`src/rtl/tile_pixel_pipe.sv`:
```
// ---------------------------------------------------------------------------
// tile_pixel_pipe
//
// Purpose
//   Draws the 1024x768 playfield as a grid of square tiles. Every pixel coming
//   from the XVGA timing generator is turned into a tile-map lookup (which
//   tile sits here?), then a palette lookup (what colour is that tile?), with
//   optional tile borders and an inverted cursor tile. Sync and blank travel
//   through the same three register stages as the colour, so the outputs
//   stay aligned at the VGA pins.
//
// Pipeline (one register per stage, all on vclock_in rising edge)
//   stage 1 : map read address, local x/y inside the tile, syncs, blank,
//             cursor hit, origin flag
//   stage 2 : synchronous map RAM returns the tile ID; sideband follows
//   stage 3 : palette lookup, border, cursor inversion, blank override,
//             registered onto the output pins
//
// Ports
//   vclock_in        pixel clock
//   rst_in           asynchronous active-high reset of the display pipeline
//                    and the palette (the map RAM keeps its contents)
//   hcount_in        pixel number, vcount_in line number
//   hsync_in         active-low syncs from the timing generator
//   vsync_in
//   blank_in         high outside the active area
//   map_we_in        map write strobe, map_addr_in = row*32+col,
//   map_addr_in      map_data_in = tile ID; addresses past the map are dropped
//   map_data_in
//   pal_we_in        palette write strobe, pal_addr_in index,
//   pal_addr_in      pal_data_in RGB444 colour
//   pal_data_in
//   border_en_in     draw BORDER_COLOR on the first row/column of each tile
//   cursor_en_in     invert the tile at (cursor_col_in, cursor_row_in)
//   cursor_col_in
//   cursor_row_in
//   pixel_out        RGB444 pixel, 0 while blanked
//   hsync_out        syncs delayed by the pipeline latency
//   vsync_out
//   blank_out        blank delayed by the pipeline latency
//   frame_start_out  one-cycle pulse alongside output pixel (0,0)
//
// The map/palette write ports are independent of the display path; writes
// can land on any cycle, including the cycle reset is released.
// ---------------------------------------------------------------------------
module tile_pixel_pipe #(
  parameter int          TILE_LOG2     = 5,
  parameter int          MAP_COLS_LOG2 = 5,
  parameter int          MAP_ROWS      = 24,
  parameter logic [11:0] BORDER_COLOR  = 12'h000
) (
  input  logic        vclock_in,
  input  logic        rst_in,
  input  logic [10:0] hcount_in,
  input  logic [9:0]  vcount_in,
  input  logic        hsync_in,
  input  logic        vsync_in,
  input  logic        blank_in,
  input  logic        map_we_in,
  input  logic [9:0]  map_addr_in,
  input  logic [3:0]  map_data_in,
  input  logic        pal_we_in,
  input  logic [3:0]  pal_addr_in,
  input  logic [11:0] pal_data_in,
  input  logic        border_en_in,
  input  logic        cursor_en_in,
  input  logic [4:0]  cursor_col_in,
  input  logic [4:0]  cursor_row_in,
  output logic [11:0] pixel_out,
  output logic        hsync_out,
  output logic        vsync_out,
  output logic        blank_out,
  output logic        frame_start_out
);

  // Map geometry. The map address is always 10 bits wide (row*stride+col).
  localparam int         MAP_DEPTH = MAP_ROWS * (1 << MAP_COLS_LOG2);
  localparam logic [9:0] MAP_LIMIT = 10'(MAP_DEPTH);

  // -------------------------------------------------------------------------
  // Stage 1 inputs (combinational decode of the incoming pixel position)
  // -------------------------------------------------------------------------
  logic [9:0] tile_addr;
  logic       cursor_hit;
  logic       origin;

  // Tile row from vcount, tile column from hcount. Bits of hcount above the
  // column field are dropped, so positions with hcount >= 1024 alias onto
  // the map; they are always blanked, so the alias never reaches the pins.
  assign tile_addr  = 10'({vcount_in[9:TILE_LOG2],
                           hcount_in[TILE_LOG2 +: MAP_COLS_LOG2]});
  assign cursor_hit = cursor_en_in &&
                      (hcount_in[TILE_LOG2 +: 5] == cursor_col_in) &&
                      (vcount_in[TILE_LOG2 +: 5] == cursor_row_in);
  assign origin     = (hcount_in == 11'd0) && (vcount_in == 10'd0);

  // The high hcount bits only matter to the timing generator.
  logic unused_hcount_hi;
  assign unused_hcount_hi = ^hcount_in[10:TILE_LOG2+MAP_COLS_LOG2];

  // -------------------------------------------------------------------------
  // Stage 1 registers
  // -------------------------------------------------------------------------
  logic [9:0]           s1_addr;
  logic [TILE_LOG2-1:0] s1_lx;
  logic [TILE_LOG2-1:0] s1_ly;
  logic                 s1_hsync;
  logic                 s1_vsync;
  logic                 s1_blank;
  logic                 s1_cursor;
  logic                 s1_origin;

  always_ff @(posedge vclock_in or posedge rst_in) begin
    if (rst_in) begin
      s1_addr   <= '0;
      s1_lx     <= '0;
      s1_ly     <= '0;
      s1_hsync  <= 1'b1;
      s1_vsync  <= 1'b1;
      s1_blank  <= 1'b1;
      s1_cursor <= 1'b0;
      s1_origin <= 1'b0;
    end else begin
      s1_addr   <= tile_addr;
      s1_lx     <= hcount_in[TILE_LOG2-1:0];
      s1_ly     <= vcount_in[TILE_LOG2-1:0];
      s1_hsync  <= hsync_in;
      s1_vsync  <= vsync_in;
      s1_blank  <= blank_in;
      s1_cursor <= cursor_hit;
      s1_origin <= origin;
    end
  end

  // -------------------------------------------------------------------------
  // Map RAM: MAP_DEPTH x 4, single write port, registered read port.
  // The read sees the array value from before this edge, so a write and a
  // read of the same address on the same edge returns the old tile.
  // No reset: the contents belong to the game, not to the display pipeline.
  // -------------------------------------------------------------------------
  logic [3:0] map_mem [0:MAP_DEPTH-1];
  logic [3:0] s2_tile;

  always_ff @(posedge vclock_in) begin
    if (map_we_in && (map_addr_in < MAP_LIMIT)) begin
      map_mem[map_addr_in] <= map_data_in;
    end
    // Addresses past the map only occur on blanked lines; return tile 0
    // there instead of reading outside the array.
    if (s1_addr < MAP_LIMIT) begin
      s2_tile <= map_mem[s1_addr];
    end else begin
      s2_tile <= 4'd0;
    end
  end

  // -------------------------------------------------------------------------
  // Stage 2 sideband registers (travel alongside the RAM read)
  // -------------------------------------------------------------------------
  logic [TILE_LOG2-1:0] s2_lx;
  logic [TILE_LOG2-1:0] s2_ly;
  logic                 s2_hsync;
  logic                 s2_vsync;
  logic                 s2_blank;
  logic                 s2_cursor;
  logic                 s2_origin;

  always_ff @(posedge vclock_in or posedge rst_in) begin
    if (rst_in) begin
      s2_lx     <= '0;
      s2_ly     <= '0;
      s2_hsync  <= 1'b1;
      s2_vsync  <= 1'b1;
      s2_blank  <= 1'b1;
      s2_cursor <= 1'b0;
      s2_origin <= 1'b0;
    end else begin
      s2_lx     <= s1_lx;
      s2_ly     <= s1_ly;
      s2_hsync  <= s1_hsync;
      s2_vsync  <= s1_vsync;
      s2_blank  <= s1_blank;
      s2_cursor <= s1_cursor;
      s2_origin <= s1_origin;
    end
  end

  // -------------------------------------------------------------------------
  // Palette: 16 x RGB444 in flops, reset to a grey ramp {i,i,i}.
  // Stage 3 reads it combinationally, so a write on one edge is used by the
  // stage-3 lookup on the following edge.
  // -------------------------------------------------------------------------
  logic [11:0] pal [16];

  always_ff @(posedge vclock_in or posedge rst_in) begin
    if (rst_in) begin
      for (int i = 0; i < 16; i++) begin
        pal[i] <= {4'(i), 4'(i), 4'(i)};
      end
    end else if (pal_we_in) begin
      pal[pal_addr_in] <= pal_data_in;
    end
  end

  // -------------------------------------------------------------------------
  // Stage 3 colour: palette, then border, then cursor inversion, and blank
  // overrides everything. The border applies to the first pixel column and
  // first pixel row of every tile.
  // -------------------------------------------------------------------------
  logic [11:0] colour;

  always_comb begin
    colour = pal[s2_tile];
    if (border_en_in && ((s2_lx == '0) || (s2_ly == '0))) begin
      colour = BORDER_COLOR;
    end
    if (s2_cursor) begin
      colour = ~colour;
    end
    if (s2_blank) begin
      colour = 12'h000;
    end
  end

  // -------------------------------------------------------------------------
  // Stage 3 output registers
  // -------------------------------------------------------------------------
  always_ff @(posedge vclock_in or posedge rst_in) begin
    if (rst_in) begin
      pixel_out       <= 12'h000;
      hsync_out       <= 1'b1;
      vsync_out       <= 1'b1;
      blank_out       <= 1'b1;
      frame_start_out <= 1'b0;
    end else begin
      pixel_out       <= colour;
      hsync_out       <= s2_hsync;
      vsync_out       <= s2_vsync;
      blank_out       <= s2_blank;
      frame_start_out <= s2_origin;
    end
  end

endmodule

```
`config.mk`:
```
export PLATFORM = sky130hd
export DESIGN_NAME = tile_pixel_pipe
export DESIGN_NICKNAME = d
export VERILOG_FILES = /design/src/rtl/tile_pixel_pipe.sv
export SDC_FILE = /design/constraint.sdc
export NUM_CORES = 2
export LEC_CHECK = 0
export BUFFER_PORTS_ARGS = -buffer_cell sky130_fd_sc_hd__buf_2
export CAP_MARGIN = 20
export CORE_MARGIN = 5
export CORE_UTILIZATION = 35
export DETAILED_ROUTE_END_ITERATION = 10
export SETUP_SLACK_MARGIN = 0.2
export SYNTH_ARGS = -nofsm -noshare
export SYNTH_HDL_FRONTEND = slang
export SYNTH_SLANG_ARGS = --single-unit
```
`constraint.sdc`:
```
create_clock -name vclock_in -period 7.9 [get_ports vclock_in]
set_input_delay 1.58 -clock vclock_in [delete_from_list [all_inputs] [get_ports vclock_in]]
set_output_delay 1.58 -clock vclock_in [all_outputs]
set_load 0.01 [all_outputs]
```
==> run_results.csv <==
group,metric,value,unit
detailed_routing,ant_nets,0,
clock_network,h-tree-depth,5,
clock_network,clock-root-buffer,"clkbuf_16",
floorplan,die_h,628,um
yosys,synth.avg_cell_area,19.4,um2
setup_path,r2r_start,"s1_addr[1]",
yosys,yosysWarnings,0,
detailed_routing,wl_met3,35300,um
timing,max_clock_freq,0.197,GHz
clock_network,cts_resized,0,
pwr,pwr-share-comb,6.4,%
clock_network,post-cts-setup-buffers,0,
timing,final_max_slew_viol_count,0,
place,gp_congestion,0.834,
detailed_routing,drt_wl_total,372000,um
clock_network,cts_tree,"built",
timing,finalHoldViolations,0,
timing,finClkSkew,0.0872,ns
detailed_routing,drt-met1-wl,150000,um
yosys,synth_cells,6896,
timing,finalSetupViolCount,0,
pwr,p_leak,46.7,nW
yosys,syn_nets,6966,
yosys,synth_edf_count,3072,
pwr,finalPower,0.0376,W
pwr,powerDensity,252,nW/um2
final_layout,multi_input_area,31600,um2
floorplan,row_count,227,
setup_path,worstSetupPathType,"flop to flop",
hold_path,hp-class,"flop to flop",
timing,setup_slack,2.83,ns
detailed_routing,top_layer,"met5",
timing,rsz0062_at_grt,"false",
status,status,"completed",
yosys,ys_seq_area_share,73.8,%
yosys,ys_async_sr_fraction,7.46,%
setup_path,cp.arrival,5.84,ns
final_layout,syn_to_final_growth,11.7,%
setup_path,cp-startpoint,"s1_addr[1]",
timing,slew_headroom,17.0,%
yosys,yosys-top-cells-area,"edfxtp_1, mux4_2, mux2i_1",
detailed_routing,avgViaCountPerCell,5.66,
place,port_buffers,85,
floorplan,fp.dieW,628,um
yosys,synth_common_cells,"edfxtp_1, nor2_1, mux4_2, mux2i_1, clkbuf_1",
clock_network,cts_max_path_buffers,4,
floorplan,coreArea,381000,um2
clock_network,hold_buffers,0,
final_layout,post-route-util,39.1,%
yosys,synthMostInstantiatedCell,"edfxtp_1",
setup_path,start_kind,"flop",
timing,tns,0,ns
setup_path,worstSetupEndpointType,"flop",
hold_path,min_from,"s1_ly[2]",
setup_path,reg2reg_slack,2.83,ns
pwr,ir_worst_vdd,0.186,mV
detailed_routing,dr.pass1.iters,6,
yosys,synth-main-ff-cell,"edfxtp_1",
global_route,grt_pass1_vias,70200,
yosys,syn-cell-area,134000,um2
global_route,track_usage,18.5,%
place,hpwl,221000,um
global_route,overflow,0,
setup_path,r2r-end,"s2_tile[0]",
detailed_routing,drt-initial-drc-count,8952,
pwr,switching_share,22.0,%
final_layout,fin_nets,7071,
timing,finalCritPeriodShare,64.1,%
job,maxCapViolCount,0,
global_route,grt_pass1_wl,528000,um
detailed_routing,post_drt_wl_per_cell,30.2,um
global_route,grt_max_degree,197,
pwr,p_seq_share,52.6,%
clock_network,numCtsBuffers,333,
floorplan,ios,86,
yosys,synth_top_area_share,69.0,%
yosys,synth.distinct_cells,89,
floorplan,start_util,35.0,%
final_layout,fillerInstances,33800,
setup_path,critPathMaxFanout,73,
pwr,p_sw,0.00828,W
floorplan,floorplan.die_area,394000,um2
final_layout,ff_latch_area,98700,um2
clock_network,worstSkewPairLatency,0.90,ns
place,pre_cts_slack,2.92,ns
detailed_routing,vias,69600,
timing,worst_pin_slew,1.23,ns
pwr,internal-power,0.0293,W
yosys,yosys.area.top_type,"edfxtp_1",
final_layout,drive_above_1_share,24.0,%
detailed_routing,wl_met2,173000,um
global_route,antenna_found_initial,24,
setup_path,endpoint,"s2_tile[0]",
clock_network,path_clk_slew,0.06,ns
clock_network,cts_sinks,3324,
timing,period_needed,5.07,ns
setup_path,required,8.67,ns
yosys,ys_seq_elements,3324,
pwr,p_clk_share,41.0,%
setup_path,rr_worst_depth,9,
detailed_routing,drcViolationCount,0,
-- how the worst min path moves through the flow --
stage                     cells after the start               to  slack (ns)
after floorplan                               0  frame_start_out        0.33
after global placement                        0         s2_lx[0]        0.33
after detailed placement                      0         s2_ly[2]        0.34
after CTS                                     0         s2_ly[2]        0.35
after global routing                          0         s2_blank        0.35
final                                         0         s2_ly[2]        0.35
-- registers in the layout, indices dropped and copies added (netlist names), 5 cells and up --
| name | flops |
|---|---|
| map_mem | 3072 |
| pixel_out | 12 |
| s1_ly | 5 |
| s1_addr | 10 |
| pal | 192 |
| s2_ly | 5 |
| s1_lx | 5 |
| s2_lx | 5 |
-- cell type report --
cell class                 instances  share of cell area [%]
sequential                      3324                    66.1
multi-input combinational       3082                    21.2
clock buffer                     412                    5.94
tap                             5038                    4.22
timing repair buffer             253                    1.44
clock inverter                   179                    1.06
inverter                           7                  0.0268
antenna                            9                  0.0151
-- worst max-delay path: stages, from the launching register on --
cell and delay (ns):
dfrtp_4 0.66, buf_12 0.51, nand2_4 0.58, buf_12 0.45, o221ai_1 0.41, o22ai_1 0.14
a2111oi_0 1.03, o21ai_0 0.42, o32a_1 0.40, o211ai_1 0.16
-- layer usage --
| layer | global-route usage (%) | up-vias |
|---|---|---|
| li1 | - | 28300 |
| met1 | 26.0 | 36900 |
| met2 | 29.0 | 3676 |
| met3 | 3.69 | 667 |
| met4 | 6.16 | 12 |
| met5 | 0 | - |
-- cells by family after synthesis --
| logic type | after synthesis | share of synthesized area (%) |
|---|---|---|
| compound gates | 613 | 3.33 |
| mux | 1264 | 16.3 |
| flops | 3324 | 73.8 |
| xor+xnor | 22 | 0.144 |
| simple gates | 1183 | 3.72 |
| buf+inv | 490 | 2.71 |
-- per-stage QoR --
stage / instances / hold WS (ns) / cell area [um2]
after floorplan: 6896 / 0.331 / 134000
after global placement: 11700 / 0.335 / 139000
after detailed placement: 11700 / 0.336 / 139000
after CTS: 12300 / 0.349 / 149000
after global routing: 12300 / 0.348 / 149000
final: 12300 / 0.348 / 149000
-- power groups by stage --
stage                     Clock [W]  Combinational [W]  Sequential (W)
after global placement            0            0.00236          0.0201
after global routing         0.0164            0.00254          0.0198
after detailed placement          0            0.00241          0.0201
after CTS                    0.0157            0.00241          0.0198
final                        0.0154            0.00240          0.0198
after floorplan                   0            0.00155          0.0200
-- cells in the final DEF (no fill, tap or decap), drive strengths merged, types with 6 or more instances in the layout --
master and instances:
mux2i 378, edfxtp 3072, nand2 135, buf 252, nor3 52, clkinv 122, nor2 827, o221ai 150
o22ai 113, o21ai 53, diode 9, clkinvlp 17, and3 8, a22o 20, inv 23, a2111oi 10
a221oi 22, dfrtp 143, nand4 12, nand3 39, a22oi 57, o21bai 7, o211ai 11, bufinv 24
and2 9, mux2 199, nor3b 10, mux4 687, dfstp 105, a21oi 114, clkbuf 413, or3 6
nor2b 26, xnor2 22, and3b 6, nand2b 9, nor4 22, a211oi 14
Note: power is estimated with default switching activity, not from simulation.
